File: config.mk
export PLATFORM = sky130hd
export DESIGN_NAME = msg_assembly_ctrl
export DESIGN_NICKNAME = d
export VERILOG_FILES = /design/src/rtl/msg_assembly_ctrl.sv
export SDC_FILE = /design/constraint.sdc
export NUM_CORES = 1
export LEC_CHECK = 0
export CAP_MARGIN = 0
export CORE_MARGIN = 10
export CORE_UTILIZATION = 41
export DETAILED_ROUTE_END_ITERATION = 10
export PLACE_DENSITY = 0.69
export SKIP_CTS_REPAIR_TIMING = 1
export SLEW_MARGIN = 20
export SYNTH_ARGS = -nofsm -noshare
export SYNTH_HDL_FRONTEND = slang
export SYNTH_SLANG_ARGS = --single-unit
export TNS_END_PERCENT = 5
File: constraint.sdc
create_clock -name clk -period 14.3 [get_ports clk]
set_clock_uncertainty 0.1 [all_clocks]
set_input_delay 2.86 -clock clk [delete_from_list [all_inputs] [get_ports clk]]
set_output_delay 2.86 -clock clk [all_outputs]
set_load 0.005 [all_outputs]
File: src/rtl/msg_assembly_ctrl.sv
`default_nettype none
// ============================================================================
// Module   : msg_assembly_ctrl
// Purpose  : Packs the valid bytes of a 64-bit AXI-Stream ingress into whole
//            messages of up to MAX_MSG_BYTES bytes. A completed message is
//            held on a valid/ready port, with ingress backpressure, until it
//            is consumed. Malformed, oversized or upstream-flagged messages
//            are dropped, and each drop raises a one-cycle error pulse.
// Ports    : clk, rst           - clock, asynchronous active-high reset
//            s_tvalid/s_tready  - ingress beat handshake
//            s_tdata/s_tkeep    - beat data (byte i = s_tdata[8i+7:8i]) and
//                                 byte enables
//            s_tlast/s_tuser    - end of message / upstream error mark
//            msg_data/msg_length- assembled message and its byte count
//            msg_valid/msg_ready- message output handshake
//            msg_error          - one-cycle pulse per dropped message
//            msg_count/err_count- saturating delivered / dropped counters
// Revision : 1.0 - initial release
// ============================================================================
module msg_assembly_ctrl #(
    parameter int MAX_MSG_BYTES = 32,
    parameter int MIN_MSG_BYTES = 1,
    parameter int TKEEP_WIDTH   = 8,
    localparam int LEN_W        = $clog2(MAX_MSG_BYTES + 1)
) (
    input  logic                       clk,
    input  logic                       rst,
    input  logic                       s_tvalid,
    output logic                       s_tready,
    input  logic [63:0]                s_tdata,
    input  logic [TKEEP_WIDTH-1:0]     s_tkeep,
    input  logic                       s_tlast,
    input  logic                       s_tuser,
    output logic [8*MAX_MSG_BYTES-1:0] msg_data,
    output logic [LEN_W-1:0]           msg_length,
    output logic                       msg_valid,
    input  logic                       msg_ready,
    output logic                       msg_error,
    output logic [15:0]                msg_count,
    output logic [15:0]                err_count
);

    localparam int NWORDS = MAX_MSG_BYTES / 8;
    localparam int CNT_W  = $clog2(TKEEP_WIDTH + 1);
    localparam int IDX_W  = (LEN_W > 3) ? (LEN_W - 3) : 1;

    localparam logic [LEN_W:0] MAX_LEN = MAX_MSG_BYTES[LEN_W:0];
    localparam logic [LEN_W:0] MIN_LEN = MIN_MSG_BYTES[LEN_W:0];

    localparam logic [1:0] S_IDLE  = 2'd0;
    localparam logic [1:0] S_ACCUM = 2'd1;
    localparam logic [1:0] S_DROP  = 2'd2;
    localparam logic [1:0] S_HOLD  = 2'd3;

    logic [1:0]                 r_state;
    logic [1:0]                 w_next;
    logic [8*MAX_MSG_BYTES-1:0] r_buf;
    logic [LEN_W-1:0]           r_len;
    logic                       r_valid;
    logic                       r_error;
    logic [15:0]                r_msg_cnt;
    logic [15:0]                r_err_cnt;

    logic                       w_accept;
    logic                       w_in_asm;
    logic [TKEEP_WIDTH-1:0]     w_keep_inc;
    logic                       w_keep_contig;
    logic                       w_keep_legal;
    logic [CNT_W-1:0]           w_nbytes;
    logic [LEN_W:0]             w_sum;
    logic                       w_over;
    logic                       w_bad;
    logic                       w_final_err;
    logic                       w_write;
    logic                       w_err;
    logic                       w_deliver;
    logic                       w_clear;
    logic [63:0]                w_beat;
    logic [IDX_W-1:0]           w_word_idx;
    logic [8*MAX_MSG_BYTES-1:0] w_merged;

    // ------------------------------------------------------------------
    // Beat classification
    // ------------------------------------------------------------------
    assign w_accept = s_tvalid && s_tready;
    assign w_in_asm = (r_state == S_IDLE) || (r_state == S_ACCUM);

    // A contiguous-from-LSB mask plus one is a power of two, so the AND
    // of the two is zero only for 01, 03, ..., FF.
    assign w_keep_inc    = s_tkeep + {{(TKEEP_WIDTH-1){1'b0}}, 1'b1};
    assign w_keep_contig = (s_tkeep != '0) && ((s_tkeep & w_keep_inc) == '0);
    assign w_keep_legal  = s_tlast ? w_keep_contig : (s_tkeep == '1);

    always_comb begin
        w_nbytes = '0;
        for (int i = 0; i < TKEEP_WIDTH; i++) begin
            w_nbytes = w_nbytes + {{(CNT_W-1){1'b0}}, s_tkeep[i]};
        end
    end

    assign w_sum       = {1'b0, r_len} + {{(LEN_W+1-CNT_W){1'b0}}, w_nbytes};
    assign w_over      = (w_sum > MAX_LEN);
    assign w_bad       = !w_keep_legal || w_over;
    assign w_final_err = w_bad || s_tuser || (w_sum < MIN_LEN);

    // ------------------------------------------------------------------
    // Byte merge. Every beat ahead of the last one is full, so a write
    // always starts on an 8-byte boundary and lands in exactly one word.
    // Disabled byte lanes are zeroed so unused bytes stay 0.
    // ------------------------------------------------------------------
    always_comb begin
        w_beat = '0;
        for (int k = 0; k < TKEEP_WIDTH; k++) begin
            if (s_tkeep[k]) begin
                w_beat[8*k +: 8] = s_tdata[8*k +: 8];
            end
        end
    end

    assign w_word_idx = r_len[LEN_W-1:LEN_W-IDX_W];

    always_comb begin
        w_merged = r_buf;
        for (int w = 0; w < NWORDS; w++) begin
            if (w_word_idx == IDX_W'(w)) begin
                w_merged[64*w +: 64] = w_beat;
            end
        end
    end

    // ------------------------------------------------------------------
    // FSM: state register
    // ------------------------------------------------------------------
    always_ff @(posedge clk or posedge rst) begin
        if (rst) begin
            r_state <= S_IDLE;
        end else begin
            r_state <= w_next;
        end
    end

    // ------------------------------------------------------------------
    // FSM: next state
    // ------------------------------------------------------------------
    always_comb begin
        w_next = r_state;
        case (r_state)
            S_IDLE, S_ACCUM: begin
                if (w_accept) begin
                    if (s_tlast) begin
                        w_next = w_final_err ? S_IDLE : S_HOLD;
                    end else begin
                        w_next = w_bad ? S_DROP : S_ACCUM;
                    end
                end
            end
            S_DROP: begin
                if (w_accept && s_tlast) begin
                    w_next = S_IDLE;
                end
            end
            S_HOLD: begin
                if (msg_ready) begin
                    w_next = S_IDLE;
                end
            end
            default: w_next = S_IDLE;
        endcase
    end

    // ------------------------------------------------------------------
    // FSM: outputs and datapath strobes. s_tready is held low while rst
    // is asserted so no beat is signalled as taken during reset.
    // ------------------------------------------------------------------
    always_comb begin
        s_tready  = (r_state != S_HOLD) && !rst;
        w_write   = w_accept && w_in_asm && !w_bad;
        w_err     = w_accept && s_tlast &&
                    ((w_in_asm && w_final_err) || (r_state == S_DROP));
        w_deliver = (r_state == S_HOLD) && msg_ready;
        // Entering DROP, dropping at tlast and delivering all return the
        // buffer to its cleared state; clear wins over a same-cycle write.
        w_clear   = (w_accept && w_in_asm && w_bad) || w_err || w_deliver;
    end

    // ------------------------------------------------------------------
    // Registered datapath and outputs
    // ------------------------------------------------------------------
    always_ff @(posedge clk or posedge rst) begin
        if (rst) begin
            r_buf     <= '0;
            r_len     <= '0;
            r_valid   <= 1'b0;
            r_error   <= 1'b0;
            r_msg_cnt <= '0;
            r_err_cnt <= '0;
        end else begin
            r_valid <= (w_next == S_HOLD);
            r_error <= w_err;
            if (w_clear) begin
                r_buf <= '0;
                r_len <= '0;
            end else if (w_write) begin
                r_buf <= w_merged;
                r_len <= w_sum[LEN_W-1:0];
            end
            if (w_deliver && (r_msg_cnt != 16'hFFFF)) begin
                r_msg_cnt <= r_msg_cnt + 16'd1;
            end
            if (w_err && (r_err_cnt != 16'hFFFF)) begin
                r_err_cnt <= r_err_cnt + 16'd1;
            end
        end
    end

    assign msg_data   = r_buf;
    assign msg_length = r_len;
    assign msg_valid  = r_valid;
    assign msg_error  = r_error;
    assign msg_count  = r_msg_cnt;
    assign err_count  = r_err_cnt;

endmodule
`default_nettype wire

==> metrics.md <==
| Metric | Value |
|---|---|
| Max-Cap Viols | 0 |
| Non-filler cells, final | 2193 |
| Pleak | 7.43 nW |
| CP Launch Type | primary input |
| Syn-to-layout area delta | 36.0% |
| Seq/Total Area, Yosys | 0.529 |
| Placed Instance Area | 18000 sq um |
| Via count | 11900 |
| Placed Cells | 2131 |
| Tmin final | 9.35 ns |
| Synth Area in Simple Gates | 0.198 |
| Ratio of cells with drive above 1 in the final layout | 0.193 |
| DRC errors left | 0 |
| #FFs+latches synth | 298 |
| Avg Inst Size Synth | 10.0 sq um |
| Initial antenna violation count | 1 |
| Sequential Area | 7460 sq um |
| Global-route wire length before repair | 74000 microns |
| Fin. max-slew vios | 0 |
| Slowest stage cell, crit path | buf_4 |
| Slew headroom | 0.271 |
| Worst path required time | 14.54 ns |
| Cell taking the most area after synthesis | dfrtp_1 |
| Crit-path max FO | 65 |
| Cell area after layout | 19200 sq um |
| Adder-cell share of the synthesized area | 0.0169 |
| Clock root buffer | clkbuf_16 |
| Crit path top cell by count | fa_1 |
| Mux contribution to synthesized area | 0.00231 |
| Synth async-reset ratio | 1.00 |
| CP endpoint kind | flop |
| Std cell rows | 67 |
| H-tree levels | 2 |
| Pre-antenna DRT Iters | 4 |
| Routed Wire Length | 48500 microns |
| CP cell instances | clkdlybuf4s50_1, buf_4, fa_1, inv_1, fa_1, fa_1, fa_1, inv_1, fa_1, nor3_1, o21ai_1, o41ai_4, a21oi_1, a21oi_4, buf_4, buf_4, a21oi_2 |
| Final Hold Vio Count | 0 |
| Filler cells | 2964 |
| CP arrival | 9.58 ns |
| Fmax | 0.107 GHz |
| Top post-synthesis cells by area | dfrtp_1, a21oi_2, nand3_1 |
| Initial DRC count | 774 |
| Post-DP HPWL | 32900 microns |
| Unrepaired setup endpoints after global routing | no |
| Worst min-delay path category | flop to flop |
| Die Y | 205 microns |
| Ys Warns | 0 |
| XOR/XNOR Fraction of Synth Area | 0.0199 |
| Largest stage delay, worst path | 0.95 ns |
| DIE AREA | 42200 sq um |
| Avg Vias per Cell | 5.43 |
| Num CTS Buffers | 35 |
| Area share of the largest cell type after synthesis | 0.529 |
| Nets@finish | 1814 |
| Unique masters post-synth | 54 |
| Grt total ovfl | 0 |
| Initial core utilization | 0.418 |
| Vias in the first global route | 12200 |
| Top delay family on crit path | buffers and inverters |
| Core ar. | 33700 sq um |
| Clock transition at path regs | 0.06 ns |
| Core Util, Final | 0.569 |
| Worst-case clock buffer depth | 3 |
| WS Path Type | primary input to flop |
| Routability Congestion | 0.868 |
| PwrDens | 117 nW/um^2 |
| I/O pin count | 375 |
| Crit share post-route | 0.654 |
| Most frequent cell after synthesis | dfrtp_1 |
| Num Clock Sinks | 298 |
| Port-buffer cells | 374 |
| Tightest Pin Transition | 1.09 ns |
| All-Layer GR Usage | 0.222 |
| Top cells by count, synth | dfrtp_1, nand2_1, nand3_1 |
| Setup_tns | 0 ns |
| Post-synth EDFFs | 0 |
| Worst-Skew Late Latency | 0.51 ns |
| Compound-cell area share of the yosys netlist | 0.183 |
| Die width | 205 microns |
| CTS tree | yes |
| Largest family of logic cells by synthesized area | simple AND/OR/NAND/NOR gates |
| Syn nets | 1499 |
| ANT nets after route | 0 |
| Pin count of the biggest net entering global routing | 135 |
| CP bufs+invs | 6 |
| Synthesized cell area | 14100 sq um |
| Final setup vio count | 0 |
| Post-DR wirelength/cell | 22.1 microns |
| Multi-input gate area in the final layout | 5970 sq um |
| Post-synth top flop | dfrtp_1 |
| Cells after synthesis | 1405 |
| Status | completed |
| Max IR drop VDD | 107 uV |
## worst reg2reg max path, cell delays in order, from the launching register on
cell and delay [ns]:
dfrtp_1 0.38, inv_1 0.07, fa_1 0.52, fa_1 0.44
fa_1 0.41, inv_1 0.10, fa_1 0.43, nor3_1 0.34
o21ai_1 0.22, o41ai_4 0.59, a21oi_1 0.25, a21oi_4 0.23
buf_4 0.77, buf_4 0.98, a21oi_2 0.11
## routing by layer
metal	global-route usage	routed length, microns	vias up	share of wire
met5	0	0	-	0
met4	0.0751	1400	0	0.029
met3	0.0719	4480	80	0.092
met2	0.348	22400	442	0.46
met1	0.285	20200	5906	0.42
li1	-	-	5475	-
## registers in the layout (all words and copies together), names as in the netlist
signal,flops
msg_error,1
msg_data,256
err_count,16
msg_valid,1
msg_length,6
msg_count,16
r_state,2
## layout by cell type, fill, tap and decap left out, types with 5 or more instances in the layout
master	n
clkdlybuf4s50_1	374
dfrtp_1	298
nand2_1	273
nand3_1	271
a21oi_2	240
clkbuf_16	37
a21oi_1	24
buf_4	22
inv_1	17
xnor2_1	17
xor2_1	15
nor2_1	13
ha_1	11
nor3_1	10
o21ai_0	9
nand4_1	8
clkinv_2	7
clkbuf_8	7
and3_1	6
nor4_1	6
a21o_1	6
a22o_1	6
fa_1	5
## where the power goes
part | total (W) | switching, W | internal [W]
Combinational | 0.000415 | 0.000261 | 0.000154
Sequential | 0.000928 | 0.0000405 | 0.000887
Clock | 0.000911 | 0.000351 | 0.000560
Total | 0.00225 | 0.000652 | 0.00160
## kinds of logic (layout without fill, tap and decap cells)
kind of cell / Yosys count / after routing
other cells: 0 / 2
xor+xnor: 32 / 32
simple gates: 612 / 612
mux: 3 / 3
compound gates: 307 / 307
flops: 298 / 298
buf+inv: 137 / 475
fa+ha+maj: 16 / 16
## final timing paths
kind / to / startpoint / slack [ns] / cells past startpoint
setup / recovery: msg_data[76] / s_tkeep[3] / 4.95 / 17
hold / removal: msg_count[9] / msg_count[9] / 0.40 / 1
setup reg to reg: msg_data[76] / msg_length[0] / 8.19 / 14
hold reg to reg: msg_count[9] / msg_count[9] / 0.40 / 1
max in group asynchronous: msg_data[0] / rst / 9.24 / 4
min in group asynchronous: msg_length[2] / rst / 2.81 / 2
## metrics by stage
stage	total power, W	hold WS [ns]	worst slack [ns]
after floorplan	0.00120	0.382	2.59
after global placement	0.00135	0.380	4.60
after detailed placement	0.00136	0.389	4.44
after CTS	0.00227	0.400	4.98
after global routing	0.00235	0.432	4.65
final	0.00225	0.396	4.95
## layout make-up
type / instances / share of cell area
diodes: 2 / 0.000261
clock buffers: 48 / 0.0541
clock inverters: 12 / 0.00731
inverters: 18 / 0.00391
multi-input cells: 970 / 0.311
flip-flops and latches: 298 / 0.389
well taps: 448 / 0.0292
repair buffers: 397 / 0.205
(Power assumes the default switching activity.)
